===== src/rtl/gray_stream_decoder_if.sv =====
`default_nettype none
// ============================================================================
// Module   : gray_stream_decoder_if
// Purpose  : Bundles the Gray-code input stream, the decoded output stream and
//            the error-monitor signals of gray_stream_decoder.
// Ports    : in_valid/in_ready/in_gray          - upstream Gray stream
//            out_valid/out_ready/out_binary,
//            out_step_err/out_wrap              - decoded sample stream
//            err_count/clear_errs               - step-error monitor
// Modports : master - the surrounding logic (drives inputs, reads results)
//            slave  - the decoder itself
// Revision : 1.0 - initial release
// ============================================================================
interface gray_stream_decoder_if #(
  parameter int WIDTH     = 4,
  parameter int ERR_CNT_W = 8
);
  logic                 in_valid;
  logic                 in_ready;
  logic [WIDTH-1:0]     in_gray;
  logic                 out_valid;
  logic                 out_ready;
  logic [WIDTH-1:0]     out_binary;
  logic                 out_step_err;
  logic                 out_wrap;
  logic [ERR_CNT_W-1:0] err_count;
  logic                 clear_errs;

  modport master (
    output in_valid, in_gray, out_ready, clear_errs,
    input  in_ready, out_valid, out_binary, out_step_err, out_wrap, err_count
  );

  modport slave (
    input  in_valid, in_gray, out_ready, clear_errs,
    output in_ready, out_valid, out_binary, out_step_err, out_wrap, err_count
  );
endinterface
`default_nettype wire


===== src/rtl/gray_stream_decoder.sv =====
`default_nettype none
// ============================================================================
// Module   : gray_stream_decoder
// Purpose  : Converts a valid/ready stream of Gray codes back to binary via a
//            one-entry registered output stage, and monitors that successive
//            accepted codes differ in exactly one bit (saturating error count).
// Ports    : clk   - rising-edge clock
//            rst_n - asynchronous active-low reset
//            bus   - gray_stream_decoder_if.slave (input stream, output
//                    stream, err_count, clear_errs)
// Revision : 1.0 - initial release
// ============================================================================
module gray_stream_decoder #(
  parameter int WIDTH     = 4,
  parameter int ERR_CNT_W = 8
) (
  input wire logic                 clk,
  input wire logic                 rst_n,
  gray_stream_decoder_if.slave     bus
);

  // Gray code of binary all-ones: the predecessor of 0 in a wrapping count.
  localparam logic [WIDTH-1:0] c_wrap_prev = {1'b1, {(WIDTH-1){1'b0}}};

  logic                 r_out_valid;
  logic [WIDTH-1:0]     r_out_binary;
  logic                 r_out_step_err;
  logic                 r_out_wrap;
  logic [ERR_CNT_W-1:0] r_err_count;
  logic [WIDTH-1:0]     r_prev_gray;
  logic                 r_has_prev;

  logic                 w_in_ready;
  logic                 w_accept;
  logic [WIDTH-1:0]     w_bin;
  logic [WIDTH-1:0]     w_diff;
  logic                 w_one_bit;
  logic                 w_checked;
  logic                 w_step_err;
  logic                 w_wrap;
  logic                 w_err_sat;

  // The stage may refill while it drains, so a full stage with out_ready
  // still accepts and throughput stays at one sample per cycle.
  assign w_in_ready = !r_out_valid || bus.out_ready;
  assign w_accept   = bus.in_valid && w_in_ready;

  // Gray-to-binary: each binary bit is the XOR of all Gray bits at or above it.
  always_comb begin
    w_bin            = '0;
    w_bin[WIDTH-1]   = bus.in_gray[WIDTH-1];
    for (int i = WIDTH-2; i >= 0; i--) begin
      w_bin[i] = w_bin[i+1] ^ bus.in_gray[i];
    end
  end

  // Exactly one bit set <=> nonzero and clearing the lowest set bit leaves 0.
  assign w_diff    = bus.in_gray ^ r_prev_gray;
  assign w_one_bit = (w_diff != '0) &&
                     ((w_diff & (w_diff - WIDTH'(1))) == '0);

  // A clear in the same cycle makes the incoming sample the new first one.
  assign w_checked  = r_has_prev && !bus.clear_errs;
  assign w_step_err = w_checked && !w_one_bit;
  assign w_wrap     = w_checked && (bus.in_gray == '0) &&
                      (r_prev_gray == c_wrap_prev);
  assign w_err_sat  = &r_err_count;

  // Output stage
  always_ff @(posedge clk or negedge rst_n) begin
    if (!rst_n) begin
      r_out_valid    <= 1'b0;
      r_out_binary   <= '0;
      r_out_step_err <= 1'b0;
      r_out_wrap     <= 1'b0;
    end else if (w_accept) begin
      r_out_valid    <= 1'b1;
      r_out_binary   <= w_bin;
      r_out_step_err <= w_step_err;
      r_out_wrap     <= w_wrap;
    end else if (bus.out_ready) begin
      r_out_valid    <= 1'b0;
    end
  end

  // Sequence history
  always_ff @(posedge clk or negedge rst_n) begin
    if (!rst_n) begin
      r_prev_gray <= '0;
      r_has_prev  <= 1'b0;
    end else if (w_accept) begin
      r_prev_gray <= bus.in_gray;
      r_has_prev  <= 1'b1;
    end else if (bus.clear_errs) begin
      r_has_prev  <= 1'b0;
    end
  end

  // Saturating step-error counter
  always_ff @(posedge clk or negedge rst_n) begin
    if (!rst_n) begin
      r_err_count <= '0;
    end else if (bus.clear_errs) begin
      r_err_count <= '0;
    end else if (w_accept && w_step_err && !w_err_sat) begin
      r_err_count <= r_err_count + ERR_CNT_W'(1);
    end
  end

  assign bus.in_ready     = w_in_ready;
  assign bus.out_valid    = r_out_valid;
  assign bus.out_binary   = r_out_binary;
  assign bus.out_step_err = r_out_step_err;
  assign bus.out_wrap     = r_out_wrap;
  assign bus.err_count    = r_err_count;

endmodule
`default_nettype wire


===== src/flat_wrapper.sv =====
// flat-port wrapper written by rule: the top's interface ports become plain ports
module gray_stream_decoder_flat 
#(
  parameter int WIDTH     = 4,
  parameter int ERR_CNT_W = 8
)
  (clk, rst_n, bus_in_valid, bus_in_gray, bus_out_ready, bus_clear_errs, bus_in_ready, bus_out_valid, bus_out_binary, bus_out_step_err, bus_out_wrap, bus_err_count);
  gray_stream_decoder_if #(.WIDTH(WIDTH), .ERR_CNT_W(ERR_CNT_W)) bus_i ();
  input wire logic clk;
  input wire logic rst_n;
  input wire logic [$bits(bus_i.in_valid)-1:0] bus_in_valid;
  input wire logic [$bits(bus_i.in_gray)-1:0] bus_in_gray;
  input wire logic [$bits(bus_i.out_ready)-1:0] bus_out_ready;
  input wire logic [$bits(bus_i.clear_errs)-1:0] bus_clear_errs;
  output wire logic [$bits(bus_i.in_ready)-1:0] bus_in_ready;
  output wire logic [$bits(bus_i.out_valid)-1:0] bus_out_valid;
  output wire logic [$bits(bus_i.out_binary)-1:0] bus_out_binary;
  output wire logic [$bits(bus_i.out_step_err)-1:0] bus_out_step_err;
  output wire logic [$bits(bus_i.out_wrap)-1:0] bus_out_wrap;
  output wire logic [$bits(bus_i.err_count)-1:0] bus_err_count;
  assign bus_i.in_valid = bus_in_valid;
  assign bus_i.in_gray = bus_in_gray;
  assign bus_i.out_ready = bus_out_ready;
  assign bus_i.clear_errs = bus_clear_errs;
  assign bus_in_ready = bus_i.in_ready;
  assign bus_out_valid = bus_i.out_valid;
  assign bus_out_binary = bus_i.out_binary;
  assign bus_out_step_err = bus_i.out_step_err;
  assign bus_out_wrap = bus_i.out_wrap;
  assign bus_err_count = bus_i.err_count;
  gray_stream_decoder #(.WIDTH(WIDTH), .ERR_CNT_W(ERR_CNT_W)) u_core (.clk(clk), .rst_n(rst_n), .bus(bus_i));
endmodule

===== config.mk =====
export PLATFORM = sky130hd
export DESIGN_NAME = gray_stream_decoder_flat
export DESIGN_NICKNAME = d
export VERILOG_FILES = /design/src/rtl/gray_stream_decoder_if.sv /design/src/rtl/gray_stream_decoder.sv /design/src/flat_wrapper.sv
export SDC_FILE = /design/constraint.sdc
export NUM_CORES = 1
export LEC_CHECK = 0
export CORE_MARGIN = 2
export CORE_UTILIZATION = 45
export DETAILED_ROUTE_END_ITERATION = 10
export PLACE_DENSITY = 0.74
export SLEW_MARGIN = 10
export SYNTH_ARGS = -nofsm -noshare
export SYNTH_HDL_FRONTEND = slang
export SYNTH_SLANG_ARGS = --single-unit

===== constraint.sdc =====
create_clock -name clk -period 2.1 [get_ports clk]
set_input_delay 0.63 -clock clk [delete_from_list [all_inputs] [get_ports clk]]
set_output_delay 0.63 -clock clk [all_outputs]
set_load 0.1 [all_outputs]

### Yosys cells after proc, flatten, opt, wreduce, memory -nomap -nowiden

Index checks and enable logic that the tools add are counted.

* logic and storage cells: 41
* register bits: 20

* add/subtract/negate cells: 2
* equal/unequal tests: 1
* bitwise gates (word level): 5
* reductions and logical operators: 20
* muxes and demuxes: 6

Operator list (count)
* $mux W8: 2
* $add A8 B1 Y8 const B: 1
* $logic_and A1 B1 Y1: 8
* $logic_not A4 Y1: 2
* $reduce_and A8 Y1: 1
* $reduce_bool A2 Y1: 3
* $and A4 B4 Y4: 1
* $eq A4 B4 Y1 const B: 1
* $logic_not A1 Y1: 4
* $mux W1: 4
* $reduce_bool A4 Y1: 1
* $sub A4 B1 Y4 const B: 1
* $xor A4 B4 Y4: 1
* $xor A1 B1 Y1: 3
* $logic_or A1 B1 Y1: 1

### Depth between registers and ports, before layout

* depth in word-level cells: 11
* gate-level depth with buffers: 6
* mapped depth without buffers: 6

### Least setup slack after synthesis

No wires, ideal clock.

* path kind: register to register
* from: register u_core.r_out_valid, in the netlist u_core.bus.out_valid
* to: register u_core.r_err_count[7], in the netlist u_core.bus.err_count[7]
* path slack: -0.780 ns
* setup time: 0.077 ns
* stages on the path, launching flop included: 6
* data arrival time: 2.802 ns
* period minus slack after synthesis: 2.880 ns
* path buffers: 0
* path through: dfrtp_1 > nand2b_1 > nor3b_4 > nand3_2 > or4_1 > a21oi_1

* word-level cells in the longest chain between the ends: 6

RTL lines
* start: declaration: RTL line gray_stream_decoder.sv:25 `logic r_out_valid;`
* start signal: assignment: RTL line gray_stream_decoder.sv:72 `r_out_valid <= 1'b0;`
* start signal: assignment: RTL line gray_stream_decoder.sv:77 `r_out_valid <= 1'b1;`
* start signal: assignment: RTL line gray_stream_decoder.sv:82 `r_out_valid <= 1'b0;`
* $logic_not A1 Y1: RTL line gray_stream_decoder.sv:45 `assign w_in_ready = !r_out_valid || bus.out_ready;`
* $logic_or A1 B1 Y1: RTL line gray_stream_decoder.sv:45
* via bus_in_ready: RTL line flat_wrapper.sv:15 `output wire logic [$bits(bus_i.in_ready)-1:0] bus_in_ready;`
* $logic_and A1 B1 Y1: RTL line gray_stream_decoder.sv:46 `assign w_accept = bus.in_valid && w_in_ready;`
* $logic_and A1 B1 Y1 (2 in a row): RTL line gray_stream_decoder.sv:105 `end else if (w_accept && w_step_err && !w_err_sat) begin`
* $reduce_bool A2 Y1 (no line)
* end signal: assignment: RTL line gray_stream_decoder.sv:106 `r_err_count <= r_err_count + ERR_CNT_W'(1);`
* end: declaration: RTL line gray_stream_decoder.sv:29 `logic [ERR_CNT_W-1:0] r_err_count;`

The timed path passes the listed nets, and every way through them passes these cells.
A chain may end at the register's enable or synchronous reset.

### Worst setup path in the final report

* from: input port bus_in_gray[0]
* to: register u_core.r_err_count[5], in the netlist u_core.bus.err_count[5]

* word-level cells in the longest chain between the ends: 10

RTL lines
* start: declaration: RTL line flat_wrapper.sv:12 `input wire logic [$bits(bus_i.in_gray)-1:0] bus_in_gray;`
* $xor A4 B4 Y4 *: RTL line gray_stream_decoder.sv:58 `assign w_diff = bus.in_gray ^ r_prev_gray;`
* $sub A4 B1 Y4: RTL line gray_stream_decoder.sv:60 `((w_diff & (w_diff - WIDTH'(1))) == '0);`
* $and A4 B4 Y4: RTL line gray_stream_decoder.sv:60
* $logic_not A4 Y1: RTL line gray_stream_decoder.sv:60
* $logic_and A1 B1 Y1 *: RTL line gray_stream_decoder.sv:59 `assign w_one_bit = (w_diff != '0) &&`
* $logic_not A1 Y1 *: RTL line gray_stream_decoder.sv:64 `assign w_step_err = w_checked && !w_one_bit;`
* $logic_and A1 B1 Y1 *: RTL line gray_stream_decoder.sv:64
* $logic_and A1 B1 Y1 * (2 in a row): RTL line gray_stream_decoder.sv:105
* $reduce_bool A2 Y1 (no line) *

Every way passes the cells marked *; elsewhere a longest branch is shown, timed or not.

==> flow_metrics.tcl <==
set metrics [dict create \
    max_freq_ghz 0.487 \
    finClkSkew_ns 0.00542 \
    hold_buffers 0 \
    rsz0062_at_grt "no" \
    drive_gt1_frac 0.421 \
    wl_met2_mm 1.17 \
    io_pins 25 \
    regArea_sq_um 483 \
    r2r-start "u_core.r_prev_gray[2]" \
    final_max_slew_viol_count 0 \
    n_fill_cell 164 \
    vias_per_cell 5.43 \
    hpwl_mm 1.71 \
    slew_headroom 0.775 \
    maxUsedRoutingLayer "met4" \
    clockBufferDepth 2 \
    die_y_um 51.5 \
    drt_wl_total_mm 2.21 \
    endpoint_kind "flip-flop" \
    avgRoutedWirePerCell_um 13.7 \
    wl_met3_um 103 \
    mostFrequentLayoutCell "buf_12" \
    antenna_found_initial 0 \
    rows 17 \
    synth_seq_area_share 0.469 \
    finalCritPeriodShare 0.979 \
    tns_ns 0 \
    antenna_cells 0 \
    vias 874 \
    grt_max_degree 20 \
    hold_viol_final 0 \
    outcome "completed" \
    synth_area_leaders "dfrtp_1 (47%), mux2_2 (5.6%), xnor2_1 (5.2%)" \
    power.density_mw_per_mm2 697 \
    setup_viol 0 \
    root_buffer "clkbuf_4" \
    overflow 0 \
    gp_congestion 0.903 \
    cts_tree "yes" \
    wl_met1_um 899 \
    grt_pass1_wl_mm 3.60 \
    period_needed_ns 2.06 \
    firstDrtPassIters 4 \
    area_delta_synth_final_pct 58.3 \
    synth_area_sq_mm 0.00101 \
    path_class "in2reg" \
    drt_iter0_drc 28 \
    layout_common_cells "buf_12 (16), dfrtp_1 (13), nand2_1 (12), buf_4 (11), o21ai_0 (9)" \
    fp.coreArea_sq_mm 0.00217 \
    post-route-cell-area_sq_mm 0.00160 \
    crit_path_start "bus_in_gray[0]" \
    clk_pin_slew_worst_paths_ns 0.10 \
    syn_nets 108 \
    insertion_delay_ns 0.29 \
    hold_path.startpoint "u_core.bus.err_count[0]" \
    synth_top_area_share 0.469 \
    placed_cell_area_sq_mm 0.00152 \
    multi_input_area_sq_um 547 \
    cp-start-kind "input port" \
    holdWs_ns 0.571 \
    io_buffer_count 24 \
    track_usage 0.184 \
    cp.required_ns 2.32 \
    yosys.area.top_type "dfrtp_1" \
    die_w_um 51.5 \
    hold_class "reg2reg" \
    yosys_register_bits 19 \
    ys_warn_count 0 \
    cap_violations 0 \
    synth_cell_types 30 \
    nets 145 \
    dieArea_sq_mm 0.00265 \
    grt_pass1_vias 825 \
    cts_buffers 3 \
    crit_fanout 6 \
    h-tree-depth 1 \
    cts_sinks 19 \
    route.detailed.drc 0 \
    p_leak_nw 0.708 \
    r2r_slack_ns 0.30 \
    synthCells 97 \
    worst_pin_slew_ns 0.336 \
    place_inst 157 \
    ir_worst_vdd_uv 827 \
    initial_utilization 0.467 \
    cp.arrival_ns 2.27 \
    ant_nets 0 \
    syn_area_per_cell_sq_um 10.4 \
    final-instance-count-excl-fill 161 \
]
-- stage by stage --
step / util / worst slack (ns) / power (mW)
after floorplan: - / -0.00307 / 0.727
after global placement: 0.702 / -0.321 / 0.902
after detailed placement: 0.702 / -0.362 / 0.912
after CTS: 0.718 / 0.00615 / 1.10
after global routing: 0.739 / 0.00909 / 1.17
final: 0.739 / 0.0445 / 1.12
-- flip-flops by register name (all words and copies together), names as in the netlist --
signal,cells
u_core.bus.err_count,8
u_core.bus.out_binary,4
u_core.r_prev_gray,3
u_core.bus.out_step_err,1
u_core.bus.out_valid,1
u_core.bus.out_wrap,1
u_core.r_has_prev,1
-- cells in the mapped netlist (all sizes together) --
cell type,count
buf,3
and4,1
nand3,3
or3,4
nor2,1
nor3,2
inv,3
and3,1
nor3b,1
o211ai,1
or4,2
mux2,5
dfrtp,19
nand4,3
nand2b,2
xor2,1
and2b,2
nand2,12
xnor2,6
clkbuf,1
o31ai,3
ha,2
o21ai,9
a21oi,6
a32o,1
or2,1
nand4b,2
-- path summary, 6_finish.rpt --
path | end | depth (start not counted)
max | u_core.bus.err_count[5] | 6
min | u_core.bus.err_count[0] | 1
max reg2reg | u_core.bus.err_count[5] | 5
min reg2reg | u_core.bus.err_count[0] | 1
max in group asynchronous | u_core.bus.err_count[1] | 2
min in group asynchronous | u_core.bus.err_count[4] | 2
-- area by class of cell --
cell class,instances,area share
Sequential cell,19,0.301
Clock buffer,4,0.0164
Inverter,3,0.00702
Tap cell,28,0.0218
Multi-Input combinational cell,71,0.341
Timing Repair Buffer,36,0.313
-- cell families (layout without fill, tap and decap cells) --
logic type	count (synthesis)	after routing	synth area share
AO/OA/AOI/OAI	20	20	0.119
XOR/XNOR	7	7	0.0605
adder cells (fa/ha/maj)	2	2	0.0247
buffers and inverters	7	43	0.0407
flip-flops	19	19	0.469
multiplexers	5	5	0.0556
AND/OR/NAND/NOR	37	37	0.231
-- power breakdown --
part           switching, mW  internal [mW]
logic                  0.289          0.208
clock network          0.106         0.0739
registers             0.0422          0.399
total                  0.437          0.681
-- worst max-delay path, stage by stage --
cell	delay, ns
clkdlybuf4s50_1	0.53
xnor2_2	0.14
nand4b_1	0.18
o211ai_4	0.11
or4_1	0.52
a21oi_1	0.16
-- routing by layer --
metal	up-vias	GRT usage
li1	420	-
met1	414	0.231
met2	36	0.312
met3	4	0.0292
met4	0	0.0789
met5	-	0
-- what timing repair did --
item | 4_1_cts | 5_1_grt
buffers inserted | 0 | 1
resized for setup | 2 | 8
setup endpoints to repair | 7 | 6
hold endpoints to repair | 0 | 0
pin swaps | 2 | 4
No activity file was read; power rests on OpenSTA's default activity.
